File: config.mk
export PLATFORM = sky130hd
export DESIGN_NAME = pll_rst_lock_ctrl
export DESIGN_NICKNAME = d
export VERILOG_FILES = /design/src/rtl/pll_rst_lock_ctrl.sv
export SDC_FILE = /design/constraint.sdc
export NUM_CORES = 1
export LEC_CHECK = 0
export ABC_CLOCK_PERIOD_IN_PS = 4250
export BUFFER_PORTS_ARGS = -buffer_cell sky130_fd_sc_hd__buf_4
export CAP_MARGIN = 5
export CORE_MARGIN = 5
export CORE_UTILIZATION = 25
export CTS_CLUSTER_SIZE = 28
export DETAILED_ROUTE_END_ITERATION = 10
export GPL_TIMING_DRIVEN = 0
export HOLD_SLACK_MARGIN = 0.12
export SYNTH_ARGS = -nofsm -noshare
export SYNTH_HDL_FRONTEND = slang
export SYNTH_SLANG_ARGS = --single-unit
File: constraint.sdc
create_clock -name refclk -period 4.25 [get_ports refclk]
set_input_delay 0.6375 -clock refclk [delete_from_list [all_inputs] [get_ports refclk]]
set_output_delay 0.6375 -clock refclk [all_outputs]
set_load 0.01 [all_outputs]
File: src/rtl/pll_rst_lock_ctrl.sv
// PLL reset/lock sequencer: drives pll_rst, qualifies the asynchronous locked flag,
// holds the system in reset until lock is stable, retries failed locks and reports failure.
module pll_rst_lock_ctrl #(
    parameter int RST_CYCLES   = 16,
    parameter int LOCK_STABLE  = 256,
    parameter int LOCK_TIMEOUT = 65536,
    parameter int MAX_RETRIES  = 3,
    parameter int CNT_W        = 17
) (
    input  logic       refclk,
    input  logic       rst_n,
    input  logic       pll_locked,
    input  logic       relock_req,
    output logic       pll_rst,
    output logic       sys_rst,
    output logic       ready,
    output logic       fail,
    output logic       lock_lost,
    output logic [1:0] retry_cnt,
    output logic [7:0] lost_cnt
);

    typedef enum logic [2:0] {
        S_PRST,
        S_WAIT_LOCK,
        S_STABLE,
        S_RUN,
        S_FAIL
    } state_t;

    localparam logic [CNT_W-1:0] RST_LAST   = CNT_W'(RST_CYCLES - 1);
    localparam logic [CNT_W-1:0] TMO_LAST   = CNT_W'(LOCK_TIMEOUT - 1);
    localparam logic [CNT_W-1:0] STB_LAST   = CNT_W'(LOCK_STABLE - 1);
    localparam logic [1:0]       RETRY_LAST = 2'(MAX_RETRIES - 1);
    localparam logic [1:0]       RETRY_MAX  = 2'(MAX_RETRIES);

    state_t           state_q, state_d;
    logic [CNT_W-1:0] cnt_q, cnt_d;
    logic [1:0]       retry_q, retry_d;
    logic [7:0]       lost_q, lost_d;
    logic             sync1_q, sync1_d;
    logic             lkd_q, lkd_d;
    logic             lock_lost_q, lock_lost_d;
    logic             pll_rst_q, pll_rst_d;
    logic             sys_rst_q, sys_rst_d;
    logic             ready_q, ready_d;
    logic             fail_q, fail_d;
    logic             attempt_fail;

    always_comb begin
        sync1_d      = pll_locked;
        lkd_d        = sync1_q;
        state_d      = state_q;
        cnt_d        = cnt_q;
        retry_d      = retry_q;
        lost_d       = lost_q;
        lock_lost_d  = 1'b0;
        attempt_fail = 1'b0;

        if (relock_req) begin
            state_d = S_PRST;
            retry_d = '0;
        end else begin
            unique case (state_q)
                S_PRST: begin
                    if (cnt_q == RST_LAST) state_d = S_WAIT_LOCK;
                    else                   cnt_d   = cnt_q + 1'b1;
                end
                S_WAIT_LOCK: begin
                    if (lkd_q)                  state_d      = S_STABLE;
                    else if (cnt_q == TMO_LAST) attempt_fail = 1'b1;
                    else                        cnt_d        = cnt_q + 1'b1;
                end
                S_STABLE: begin
                    if (!lkd_q) begin
                        attempt_fail = 1'b1;
                    end else if (cnt_q == STB_LAST) begin
                        state_d = S_RUN;
                        retry_d = '0;
                    end else begin
                        cnt_d = cnt_q + 1'b1;
                    end
                end
                S_RUN: begin
                    if (!lkd_q) begin
                        state_d     = S_PRST;
                        lock_lost_d = 1'b1;
                        if (lost_q != 8'hFF) lost_d = lost_q + 8'd1;
                    end
                end
                S_FAIL: ;
                default: state_d = S_PRST;
            endcase
        end

        if (attempt_fail) begin
            if (retry_q == RETRY_LAST) begin
                state_d = S_FAIL;
                retry_d = RETRY_MAX;
            end else begin
                state_d = S_PRST;
                retry_d = retry_q + 2'd1;
            end
        end

        // A relock request restarts the reset pulse even when already in PRST
        if (state_d != state_q || relock_req) cnt_d = '0;

        pll_rst_d = (state_d == S_PRST) || (state_d == S_FAIL);
        sys_rst_d = (state_d != S_RUN);
        ready_d   = (state_d == S_RUN);
        fail_d    = (state_d == S_FAIL);
    end

    always_ff @(posedge refclk or negedge rst_n) begin
        if (!rst_n) begin
            sync1_q     <= 1'b0;
            lkd_q       <= 1'b0;
            state_q     <= S_PRST;
            cnt_q       <= '0;
            retry_q     <= '0;
            lost_q      <= '0;
            lock_lost_q <= 1'b0;
            pll_rst_q   <= 1'b1;
            sys_rst_q   <= 1'b1;
            ready_q     <= 1'b0;
            fail_q      <= 1'b0;
        end else begin
            sync1_q     <= sync1_d;
            lkd_q       <= lkd_d;
            state_q     <= state_d;
            cnt_q       <= cnt_d;
            retry_q     <= retry_d;
            lost_q      <= lost_d;
            lock_lost_q <= lock_lost_d;
            pll_rst_q   <= pll_rst_d;
            sys_rst_q   <= sys_rst_d;
            ready_q     <= ready_d;
            fail_q      <= fail_d;
        end
    end

    assign pll_rst   = pll_rst_q;
    assign sys_rst   = sys_rst_q;
    assign ready     = ready_q;
    assign fail      = fail_q;
    assign lock_lost = lock_lost_q;
    assign retry_cnt = retry_q;
    assign lost_cnt  = lost_q;

endmodule

# == Word level (Yosys, flattened, before mapping) ==
# Cells that the tools add are included.
# Widths: inputs -> output; s select.
# word_totals
memories,0
latchBits,0
ramBits,0
output_inout_bits,15
wordCells,76
regBits,37
rom_bits,0
# op_classes
n_eq_ne,19
reduce_logical,11
div,0
n_addsub,3
multipliers,0
n_shift,0
mux,30
n_lt_le_gt_ge,0
bitwise,2
# op_table
cell,n
$mux 17,7
$pmux 17 s3,1
$mux 3,8
$add 17x1->17 const B,1
$eq 17x16->1 const B,1
$eq 17x4->1 const B,1
$eq 17x8->1 const B,1
$ne 3x3->1 const B,5
$pmux 3 s5,1
$mux 2,6
$eq 3x2->1 const B,3
$reduce_bool 3->1,3
$add 8x1->8 const B,1
$ne 8x8->1 const B,1
$reduce_and 7->1,1
$eq 3x3->1 const B,2
$logic_not 3->1,2
$mux 1,6
$reduce_and 4->1,1
$reduce_bool 4->1,1
$eq 3x1->1 const B,1
$ne 3x2->1 const B,1
$ne 3x3->1,1
$reduce_and 3->1,1
other kinds (6),8

# == Logic depth before layout (Yosys ltp) ==
# logic_depth
word_depth,10
depth_mapped,11

# == Worst setup path before layout ==
# No wires, ideal clock.
# synth_timing
kind,register -> register
start,register cnt_q[0]
end,register cnt_q[7]
n_path_buf,0
slack_ns,1.468
path_stages_with_launch,12
t_arrival_ns,2.704
required_time_ns,4.172
path_cell_list,dfrtp_1 ha_1 and3_1 and2_1 nand3_1 nor2_1 ha_1 o21a_1 or4_4 a21o_1 or3_1 a21oi_1
# synth_via
elab_chain_cells,10
elab_cells_between_ends,32
# synth_rtl
element,line,source
from (decl),38,"logic [CNT_W-1:0] cnt_q, cnt_d;"
from (signal assigned),132,cnt_q <= cnt_d;
$eq 17x8->1 or $eq 17x16->1 (tied branches),"77, 71",
$mux 3 or $mux 1 (tied branches),"77, 71",
$mux 3 or $mux 1 (tied branches),"75, 70",
$pmux 3 s5 or $pmux 1 s2 (tied branches),64,unique case (state_q)
$mux 3 or $mux 1 (tied branches),60,if (relock_req) begin
$mux 3,96,if (attempt_fail) begin
$ne 3x3->1,107,if (state_d != state_q || relock_req) cnt_d = '0;
$logic_or 1x1->1,107,
$ne 3x3->1 (no line) (tied with other cells),--,
$reduce_and 7->1 (no line),--,
# Parallel ways exist; a longest one is shown, timed or not. The select of a mux whose other input is x is not followed.
# A chain may end at the register's enable or synchronous reset.

# == Worst setup path after layout ==
# Ends and elaborated chain as after synthesis.

==> summary.md <==
| Metric | Value |
|---|---|
| Final instance area | between 2000 and 2500 um^2 |
| Mapped Area | just under 2000 um^2 |
| Reg-to-Reg End | cnt_q[7]$_DFFE_PN0P_ |
| Die Area | about 10000 um^2 |
| Post-CTS Resized | 0 |
| Tot GR Track Use | 8.98% |
| Top Layer Used | met4 |
| Number of global-route vias before repair | 1491 |
| Vias post-DR | about 1500 |
| Critical Path Fanout Max | 5 |
| Ys Warns | 0 |
| RR Startpoint | cnt_q[0]$_DFFE_PN0P_ |
| Final worst-path cycle share | between 70% and 80% |
| Antenna viol nets, final | 0 |
| Vias per cell | 4.67 |
| Worst path bufs/invs | 0 |
| Yosys top cell area share | between 40 and 50% |
| Initial DRC Count | 66 |
| Cells along the critical path | ha_1, and3_1, and2_1, nand3_1, nor2_1, ha_1, o21a_1, or4_4, a21o_1, or3_1, a21oi_1 |
| CTS tree | done |
| Most frequent cells in the layout | dfrtp_1 (35), buf_4 (18), nand2_1 (16) |
| Pwr/cell area | roughly 300 nW/um^2 |
| GRT overflow | 0 |
| Compound-Gate Fraction of Synth Area | roughly an eighth |
| TritonCTS Sinks | 37 |
| Final setup vio count | 0 |
| Final wirelength | 4070 um |
| VDD IR max | 0.102 mV |
| Fin Clk Skew | 0.00577 ns |
| Pre-antenna DRT Iters | 4 |
| WP data required | between 4 and 5 ns |
| ANT cells | 0 |
| Met2 WL | about 1800 um |
| Share of layout cells above drive strength 1 | 20.7% |
| Syn Area/Cell | 10.1 um^2 |
| CP Launch Type | register |
| Post-Synth Adder-Cell Area | roughly 2.5% |
| Post-Synth XOR/XNOR Area | ~8.4% |
| Crit path time final | 3.06 ns |
| DR DRC count | 0 |
| Reg area | between 900 and 1000 um^2 |
| Critical path arrival | roughly 3.3 ns |
| Fmax | between 0.3 and 0.4 GHz |
| # nets final | approximately 230 |
| RSZ-0062 raised after global routing | false |
| Register area share after synthesis | 46.8% |
| Rel. slew slack | 60.7% |
| Fillers | 797 |
| CP dominant cell by count | ha_1 |
| Post-Synth Simple-Gate Area | 26.8% |
| Synth area leaders | dfrtp_1 (44%), xnor2_1 (4.9%), xor2_1 (3.5%), nor2_2 (3.2%), a211oi_1 (3.0%) |
| Final core area utilization | 30.5% |
| Post-route setup TNS | 0 ns |
| CTS hold repair buffers | 0 |
| HPWL after DPL | a little under 3000 um |
| DP Area | about 2200 um^2 |
| Worst-path clk slew | approximately 0.07 ns |
| R2r setup slk | between 1 and 1.5 ns |
| Top Ports | 19 |
| Die width | between 90 and 100 um |
| Starting Density | between 20% and 30% |
| Largest net degree at the start of global routing | 38 |
| DR WL met3 | 146 um |
| H-Tree Depth | 2 |
| Root Buffer Master | clkbuf_8 |
| Most used DFF post-synth | dfrtp_1 |
| Setup CP Type | register to register |
| WL/cell | approximately 13 um |
| Status | completed |
| Routability-driven placement congestion ratio | just under 0.8 |
| Final Hold Fails | 0 |
| Distinct cells, synth | 44 |
| Largest delay share family, worst path | simple AND/OR/NAND/NOR gates |
| Initial antenna violation count | 0 |
| Core Rows | 32 |
| Number of post-CTS setup repair buffers | 0 |
| Leakage power | 0.992 nW |
| Slowest CP cell | or4_4 |
| Clock latency on the worst-skew pair | approximately 0.30 ns |
| Post-synth EDFFs | 0 |
| CTS Buffer Depth | 2 |
| Async S/R FF share, synth | between 90% and 100% |
| Seq cells post-synth | 37 |
| Max incr delay on CP | ~0.50 ns |
| Max-slew violations | 0 |
| Mux contribution to synthesized area | 0% |
| Syn nets | ~210 |
| Synth area leader | dfrtp_1 |
| Largest family of logic cells by synthesized area | simple AND/OR/NAND/NOR gates |
| Mapped Cells | between 150 and 200 |
| Core area | between 7000 and 8000 um^2 |
| Clock buffer count from CTS | 5 |
| Metal-1 WL | about 2000 um |
| Syn-to-layout area delta | 18.9% |
| Worst Hold Class | input pin to async pin |
| Commonest non-fill, non-tap cell in the layout | dfrtp_1 |
| R2R depth | 11 |
| Max Cap Viol | 0 |
| Die Height | approximately 99 um |
| Worst slew pin tran | around 0.6 ns |
| First-pass GRT wire length | between 7000 and 8000 um |
| Multi-input logic area | approximately 990 um^2 |
| Critical Path End Type | register |
| Port-buffer cells | 17 |
## how the worst max path moves through the flow
stage                                     from               endpoint  slack [ns]  cells past startpoint
after detailed placement  cnt_q[0]$_DFFE_PN0P_   cnt_q[7]$_DFFE_PN0P_        1.22                     11
after global placement    cnt_q[0]$_DFFE_PN0P_   cnt_q[7]$_DFFE_PN0P_        1.23                     11
after global routing      cnt_q[0]$_DFFE_PN0P_  cnt_q[14]$_DFFE_PN0P_        1.08                     11
final                     cnt_q[0]$_DFFE_PN0P_   cnt_q[7]$_DFFE_PN0P_        1.19                     11
after CTS                 cnt_q[0]$_DFFE_PN0P_   cnt_q[7]$_DFFE_PN0P_        1.20                     11
after floorplan           cnt_q[0]$_DFFE_PN0P_   cnt_q[7]$_DFFE_PN0P_        1.47                     11
## state kept, by name, indices dropped and copies added (netlist names)
signal	flops
lkd_d	1
sys_rst	1
state_q	3
retry_cnt	2
lock_lost	1
cnt_q	17
ready	1
fail	1
lkd_q	1
lost_cnt	8
pll_rst	1
## layer usage
layer | global-route usage, % | vias to the layer above
met5 | 0 | -
met4 | 4.41 | 0
met3 | 2.48 | 8
met2 | 12.8 | 24
met1 | 12.4 | 723
li1 | - | 757
## report_power, final
group / total (mW) / internal, mW / switching [mW]
logic: 0.0280 / 0.00929 / 0.0188
clock network: 0.323 / 0.191 / 0.132
registers: 0.358 / 0.355 / 0.00313
## cell families (layout without fill, tap and decap cells)
family | Yosys count | count (layout)
compound gates | 33 | 33
fa+ha+maj | 4 | 4
simple gates | 93 | 93
flops | 37 | 37
buf+inv | 11 | 36
xor+xnor | 19 | 19
## final cells by class
class                           count  share of cell area (%)
Multi-Input combinational cell    149                    42.0
Sequential cell                    37                    39.4
Timing Repair Buffer               17                    5.41
Tap cell                          102                    5.41
Clock buffer                        6                    3.50
Buffer                              7                    2.07
Clock inverter                      2                    1.59
Inverter                            4                   0.637
## per-stage QoR
| stage | instances | hold WS (ns) | setup WS (ns) | power [mW] |
|---|---|---|---|---|
| after floorplan | 197 | 0.331 | 1.47 | 0.382 |
| after global placement | 316 | 0.333 | 1.23 | 0.394 |
| after detailed placement | 316 | 0.344 | 1.22 | 0.394 |
| after CTS | 324 | 0.301 | 1.20 | 0.718 |
| after global routing | 324 | 0.336 | 1.08 | 0.736 |
| final | 324 | 0.292 | 1.19 | 0.709 |
## synthesized netlist by cell type (2+ instances only)
master    instances
xnor2_1          11
nand4_1           9
nor2_2           10
and3_1            5
inv_1             4
nor2b_1           2
a21oi_1           9
nand3_1          10
or3_1             5
or4_1             2
a21o_1            2
nor3_1            3
and2_1            3
nor4_1            5
a211oi_1          8
nand2_1          16
clkbuf_1          3
o21ai_0           4
xor2_1            8
or4_4             2
dfstp_2           2
dfrtp_1          35
nand3b_1          2
o21a_1            2
nand2b_1          2
nor2_1           12
ha_1              4
No activity file was read; power rests on OpenSTA's default activity.
